## config.mk

```make
export PLATFORM = sky130hd
export DESIGN_NAME = regfile_arbiter_flat
export DESIGN_NICKNAME = d
export VERILOG_FILES = /design/src/rtl/regfile_arbiter_pkg.sv /design/src/rtl/regfile_arbiter_if.sv /design/src/rtl/regfile_arbiter_rr_arbiter2.sv /design/src/rtl/regfile_arbiter.sv /design/src/flat_wrapper.sv
export SDC_FILE = /design/constraint.sdc
export NUM_CORES = 1
export LEC_CHECK = 0
export CAP_MARGIN = 20
export CORE_MARGIN = 3
export CORE_UTILIZATION = 39
export DETAILED_ROUTE_END_ITERATION = 12
export PLACE_DENSITY = 0.81
export SYNTH_ARGS = -nofsm -noshare
export SYNTH_HDL_FRONTEND = slang
export SYNTH_HIERARCHICAL = 1
export SYNTH_SLANG_ARGS = --single-unit
```

## constraint.sdc

```tcl
create_clock -name clk -period 1.8 [get_ports clk]
set_input_delay 0.45 -clock clk [delete_from_list [all_inputs] [get_ports clk]]
set_output_delay 0.45 -clock clk [all_outputs]
set_load 0.02 [all_outputs]
```

## src/rtl/regfile_arbiter_pkg.sv

```systemverilog
// Shared constants and types for the register-file arbiter: data width,
// FSM encodings and requester identifiers.
package regfile_arbiter_pkg;

  localparam int WORD_SIZE = 16;
  localparam int ADDR_W    = 2;

  typedef enum logic [1:0] {
    IDLE   = 2'd0,
    ACCESS = 2'd1,
    RESP   = 2'd2
  } state_t;

  localparam logic REQ_CORE = 1'b0;
  localparam logic REQ_DBG  = 1'b1;

  // One-hot requester mask used for the per-requester strobes.
  function automatic logic [1:0] req_onehot(input logic id);
    return (id == REQ_DBG) ? 2'b10 : 2'b01;
  endfunction

endpackage

```

## src/rtl/regfile_arbiter_if.sv

```systemverilog
// Requester-side bundle of the register-file arbiter: request fields from
// both requesters plus the accept strobe and the shared response.
interface regfile_arbiter_if #(
  parameter int WORD_SIZE = 16,
  parameter int ADDR_W    = 2
);

  logic [1:0]           req_valid;
  logic [1:0]           req_write;
  logic [ADDR_W-1:0]    req0_r1;
  logic [ADDR_W-1:0]    req0_r2;
  logic [ADDR_W-1:0]    req0_rd;
  logic [ADDR_W-1:0]    req1_r1;
  logic [ADDR_W-1:0]    req1_r2;
  logic [ADDR_W-1:0]    req1_rd;
  logic [WORD_SIZE-1:0] req0_wdata;
  logic [WORD_SIZE-1:0] req1_wdata;
  logic [1:0]           req_ready;
  logic [1:0]           rsp_valid;
  logic [WORD_SIZE-1:0] rsp_data1;
  logic [WORD_SIZE-1:0] rsp_data2;

  modport master (
    output req_valid, req_write,
    output req0_r1, req0_r2, req0_rd, req0_wdata,
    output req1_r1, req1_r2, req1_rd, req1_wdata,
    input  req_ready, rsp_valid, rsp_data1, rsp_data2
  );

  modport slave (
    input  req_valid, req_write,
    input  req0_r1, req0_r2, req0_rd, req0_wdata,
    input  req1_r1, req1_r2, req1_rd, req1_wdata,
    output req_ready, rsp_valid, rsp_data1, rsp_data2
  );

endinterface

```

## src/rtl/regfile_arbiter_rr_arbiter2.sv

```systemverilog
// Combinational two-way round-robin selector: a lone requester wins, and on a
// tie the requester that was not granted last wins.
module rr_arbiter2 (
  input  logic [1:0] req,
  input  logic       last,
  output logic       sel,
  output logic       any
);

  assign any = |req;
  assign sel = (req == 2'b11) ? ~last : req[1];

endmodule

```

## src/rtl/regfile_arbiter.sv

```systemverilog
// Shares the 4x16 register file between the core and debug requesters; each
// grant becomes an IDLE -> ACCESS -> RESP sequence on the file pins.
module regfile_arbiter
  import regfile_arbiter_pkg::*;
#(
  parameter int WORD_SIZE = regfile_arbiter_pkg::WORD_SIZE,
  parameter int ADDR_W    = regfile_arbiter_pkg::ADDR_W
) (
  input  logic                 clk,
  input  logic                 reset_n,
  regfile_arbiter_if.slave     bus,
  output logic [ADDR_W-1:0]    rf_r1,
  output logic [ADDR_W-1:0]    rf_r2,
  output logic [ADDR_W-1:0]    rf_rd,
  output logic [WORD_SIZE-1:0] rf_writeData,
  output logic                 rf_regWrite,
  input  logic [WORD_SIZE-1:0] rf_readData1,
  input  logic [WORD_SIZE-1:0] rf_readData2
);

  state_t               state;
  logic                 last_grant;
  logic                 sel;
  logic                 any;
  logic                 accept;

  logic                 txn_owner;
  logic                 txn_write;
  logic [ADDR_W-1:0]    txn_r1;
  logic [ADDR_W-1:0]    txn_r2;
  logic [ADDR_W-1:0]    txn_rd;
  logic [WORD_SIZE-1:0] txn_wdata;

  rr_arbiter2 u_arb (
    .req  (bus.req_valid),
    .last (last_grant),
    .sel  (sel),
    .any  (any)
  );

  // Accept is only offered in IDLE and is suppressed while reset is held.
  always_comb begin
    bus.req_ready = 2'b00;
    if (reset_n && (state == IDLE) && any)
      bus.req_ready = req_onehot(sel);
  end

  assign accept = |bus.req_ready;

  // Stage boundary: accept edge latches the winner's fields.
  always_ff @(posedge clk) begin
    if (accept) begin
      txn_owner <= sel;
      txn_write <= bus.req_write[sel];
      if (sel == REQ_DBG) begin
        txn_r1    <= bus.req1_r1;
        txn_r2    <= bus.req1_r2;
        txn_rd    <= bus.req1_rd;
        txn_wdata <= bus.req1_wdata;
      end else begin
        txn_r1    <= bus.req0_r1;
        txn_r2    <= bus.req0_r2;
        txn_rd    <= bus.req0_rd;
        txn_wdata <= bus.req0_wdata;
      end
    end
  end

  always_ff @(posedge clk) begin
    if (!reset_n) begin
      state         <= IDLE;
      last_grant    <= REQ_DBG;
      bus.rsp_valid <= 2'b00;
      bus.rsp_data1 <= '0;
      bus.rsp_data2 <= '0;
    end else begin
      case (state)
        IDLE: begin
          bus.rsp_valid <= 2'b00;
          if (accept) begin
            last_grant <= sel;
            state      <= ACCESS;
          end
        end
        // Stage boundary: read data sampled as the write commits.
        ACCESS: begin
          bus.rsp_data1 <= txn_write ? '0 : rf_readData1;
          bus.rsp_data2 <= txn_write ? '0 : rf_readData2;
          bus.rsp_valid <= req_onehot(txn_owner);
          state         <= RESP;
        end
        RESP: begin
          bus.rsp_valid <= 2'b00;
          state         <= IDLE;
        end
        default: begin
          bus.rsp_valid <= 2'b00;
          state         <= IDLE;
        end
      endcase
    end
  end

  // Register-file pins are only live during ACCESS; zero otherwise.
  always_comb begin
    rf_r1        = '0;
    rf_r2        = '0;
    rf_rd        = '0;
    rf_writeData = '0;
    rf_regWrite  = 1'b0;
    if (state == ACCESS) begin
      rf_r1        = txn_r1;
      rf_r2        = txn_r2;
      rf_rd        = txn_rd;
      rf_writeData = txn_wdata;
      rf_regWrite  = txn_write;
    end
  end

endmodule
```

## src/flat_wrapper.sv

```systemverilog
// flat-port wrapper written by rule: the top's interface ports become plain ports
module regfile_arbiter_flat import regfile_arbiter_pkg::*;
#(
  parameter int WORD_SIZE = regfile_arbiter_pkg::WORD_SIZE,
  parameter int ADDR_W    = regfile_arbiter_pkg::ADDR_W
)
  (clk, reset_n, rf_r1, rf_r2, rf_rd, rf_writeData, rf_regWrite, rf_readData1, rf_readData2, bus_req_valid, bus_req_write, bus_req0_r1, bus_req0_r2, bus_req0_rd, bus_req0_wdata, bus_req1_r1, bus_req1_r2, bus_req1_rd, bus_req1_wdata, bus_req_ready, bus_rsp_valid, bus_rsp_data1, bus_rsp_data2);
  regfile_arbiter_if #(.WORD_SIZE(WORD_SIZE), .ADDR_W(ADDR_W)) bus_i ();
  input  logic clk;
  input  logic reset_n;
  output logic [ADDR_W-1:0] rf_r1;
  output logic [ADDR_W-1:0] rf_r2;
  output logic [ADDR_W-1:0] rf_rd;
  output logic [WORD_SIZE-1:0] rf_writeData;
  output logic rf_regWrite;
  input  logic [WORD_SIZE-1:0] rf_readData1;
  input  logic [WORD_SIZE-1:0] rf_readData2;
  input wire logic [$bits(bus_i.req_valid)-1:0] bus_req_valid;
  input wire logic [$bits(bus_i.req_write)-1:0] bus_req_write;
  input wire logic [$bits(bus_i.req0_r1)-1:0] bus_req0_r1;
  input wire logic [$bits(bus_i.req0_r2)-1:0] bus_req0_r2;
  input wire logic [$bits(bus_i.req0_rd)-1:0] bus_req0_rd;
  input wire logic [$bits(bus_i.req0_wdata)-1:0] bus_req0_wdata;
  input wire logic [$bits(bus_i.req1_r1)-1:0] bus_req1_r1;
  input wire logic [$bits(bus_i.req1_r2)-1:0] bus_req1_r2;
  input wire logic [$bits(bus_i.req1_rd)-1:0] bus_req1_rd;
  input wire logic [$bits(bus_i.req1_wdata)-1:0] bus_req1_wdata;
  output wire logic [$bits(bus_i.req_ready)-1:0] bus_req_ready;
  output wire logic [$bits(bus_i.rsp_valid)-1:0] bus_rsp_valid;
  output wire logic [$bits(bus_i.rsp_data1)-1:0] bus_rsp_data1;
  output wire logic [$bits(bus_i.rsp_data2)-1:0] bus_rsp_data2;
  assign bus_i.req_valid = bus_req_valid;
  assign bus_i.req_write = bus_req_write;
  assign bus_i.req0_r1 = bus_req0_r1;
  assign bus_i.req0_r2 = bus_req0_r2;
  assign bus_i.req0_rd = bus_req0_rd;
  assign bus_i.req0_wdata = bus_req0_wdata;
  assign bus_i.req1_r1 = bus_req1_r1;
  assign bus_i.req1_r2 = bus_req1_r2;
  assign bus_i.req1_rd = bus_req1_rd;
  assign bus_i.req1_wdata = bus_req1_wdata;
  assign bus_req_ready = bus_i.req_ready;
  assign bus_rsp_valid = bus_i.rsp_valid;
  assign bus_rsp_data1 = bus_i.rsp_data1;
  assign bus_rsp_data2 = bus_i.rsp_data2;
  regfile_arbiter #(.WORD_SIZE(WORD_SIZE), .ADDR_W(ADDR_W)) u_core (.clk(clk), .reset_n(reset_n), .bus(bus_i), .rf_r1(rf_r1), .rf_r2(rf_r2), .rf_rd(rf_rd), .rf_writeData(rf_writeData), .rf_regWrite(rf_regWrite), .rf_readData1(rf_readData1), .rf_readData2(rf_readData2));
endmodule
```

==> metrics <==
wire per inst=14.7 um; period utilization=0.989; CP Launch Type=input pin; die outline width=89.0 um; crit-path cells=buf_2 -> or2_1 -> and4bb_4 -> and2b_1 -> buf_6; Yosys warnings=6; Worst Reg-to-Reg Cells=3; GRT Resource Usage Total=0.176; Worst EP arrival=1.33 ns; Post-synth EDFFs=24; RSZ-0062 raised after global routing=true; routed wire length=6.88 mm; total power=3.46 mW; most frequent cells after synthesis=37 x dfxtp_1, 32 x nand2_1, 32 x nand3b_1; Fill cells=531; synth top area cells=dfxtp_1 28%, edfxtp_1 27%, mux2_2 9.6%; vias per cell=4.86; final core occ=0.668; worst-path maximum fanout=3; clk_lat worst skew=0.33 ns; Seq cells post-synth=61; CTS root buf=clkbuf_8; level count of the clock H-tree=3; Max Freq=562 MHz; vias in the first global route=2,231; Pleak=1.64 nW; max-cap viol count=0; Post-Synthesis Cells=235; worst hold-check path type=reg2reg; Non-Filler Instances=468; core area=6490 sq um; Place WS=-0.786 ns; post-synth cell types=23; largest net degree at the start of global routing=37; first-pass detailed-route iteration total=4; WS Path Type=in2out; DR vias=2,274; Die Y=89.0 um; placer congestion estimate=0.719; clk slew on worst S/H paths=0.07 ns; Final WS setup=0.0205 ns; Detailed Place HPWL=5.05 mm; skew final=0.00903 ns; row count=29; syn nets=317; Starting Density=0.413; Slew Limit Fails=0; Slew HR=0.756; DIE AREA=7920 sq um; initial antenna violation count=0; Worst VDD drop=0.483 mV; Synth top area share=0.276; CP Capture Type=output pin; multi-input logic area=1130 sq um; clock buffer depth=2; status=complete, no violations; Reg area=1460 sq um; setup TNS=0 ns; post-route ant nets=0; power density over the cells=798 nW/um^2; ys async rst share=0; Final Hold Viols=0; Layout Area Growth over Synthesis=61.5%; synthesized area=2690 sq um; fin area=4340 sq um; CTS tree=done; first-pass GRT wire length=10.6 mm; Mean Syn Cell Area=11.4 sq um; Final setup viols=0; DP Area=4210 sq um; layout cells sized above 1=0.228; final hold slack=0.425 ns; CTS buffer count=9; placed cells=449; count leader, synth=dfxtp_1; # diodes=0; I/O pin count=141; total clock sinks=61; port bufs=140; Most used DFF post-synth=dfxtp_1; DRT iter0 DRCs=60; GRT overflow=0; Max stage delay on crit path=0.24 ns; Yosys top cell by area=dfxtp_1; Critical Path RT=1.35 ns; sequential-to-total area share from yosys stat=0.544; hold depth=1; Layout Nets=468; critical path's slowest cell=or2_1; Worst Tran Pin Value=0.367 ns; DRC Markers=0; Tmin final=1.78 ns
cell type report:
type,count,share of cell area
Sequential cell,61,0.338
Clock inverter,4,0.0104
Tap cell,77,0.0222
Multi-Input combinational cell,156,0.260
Clock buffer,12,0.0361
Timing Repair Buffer,158,0.334
final timing paths:
| check | from | endpoint | slack (ns) |
|---|---|---|---|
| worst max register to register | u_core/last_grant$_SDFFE_PN1P_ | u_core/txn_r2[0]$_DFFE_PP_ | 0.36 |
| worst min-delay path | u_core/txn_owner$_DFFE_PP_ | u_core/bus.rsp_valid[0]$_SDFF_PN0_ | 0.43 |
| worst max-delay path | bus_req_valid[0] | bus_req_ready[0] | 0.02 |
| worst min register to register | u_core/txn_owner$_DFFE_PP_ | u_core/bus.rsp_valid[0]$_SDFF_PN0_ | 0.43 |
routing by layer:
metal	wire length (um)	track usage
met5	0	0
met1	2540	0.180
met3	822	0.0802
met2	3430	0.306
met4	96	0.0812
where the power goes:
group | leakage (nW) | switching (mW) | internal (mW)
combinational | 1.01 | 0.293 | 0.393
sequential | 0.527 | 0.0269 | 1.53
clock | 0.105 | 0.503 | 0.717
worst max-delay path, delay by kind of cell:
family	cells	cell delay, ns
simple gates	3	0.64
buf+inv	2	0.24
sequential cells by signal, indices dropped and copies added (netlist names), 2 cells and up:
name                  flops
u_core/bus.rsp_data2     16
u_core/bus.rsp_valid      2
u_core/state              2
u_core/bus.rsp_data1     16
u_core/txn_r1             2
u_core/txn_wdata         16
u_core/txn_r2             2
u_core/txn_rd             2
logic make-up after synthesis:
| group | share of synthesized area |
|---|---|
| AND/OR/NAND/NOR | 0.227 |
| AO/OA/AOI/OAI | 0.0923 |
| buffers and inverters | 0.0401 |
| multiplexers | 0.0965 |
| flip-flops | 0.544 |
layout by cell type, fill, tap and decap left out, drive strengths merged:
master,netlist,final
clkdlybuf4s50,0,111
buf,10,45
dfxtp,37,37
a21boi,33,33
nand2,32,32
nand3b,32,32
and2,25,25
edfxtp,24,24
mux2,23,23
clkbuf,8,12
clkinv,0,3
nor3b,2,2
nor2b,2,2
bufinv,0,1
dlygate4sd2,0,1
dlymetal6s2s,0,1
and4bb,1,1
and2b,1,1
or2b,1,1
nor4bb,1,1
and3,1,1
nor2,1,1
or2,1,1
what timing repair did:
action                                  4_1_cts  5_1_grt
hold buffers                                  0        0
pin swaps                                     2        0
gates resized for setup                     114       14
setup buffers                                 3        0
endpoints found under the setup margin       25       20
No activity file was read; power rests on OpenSTA's default activity.
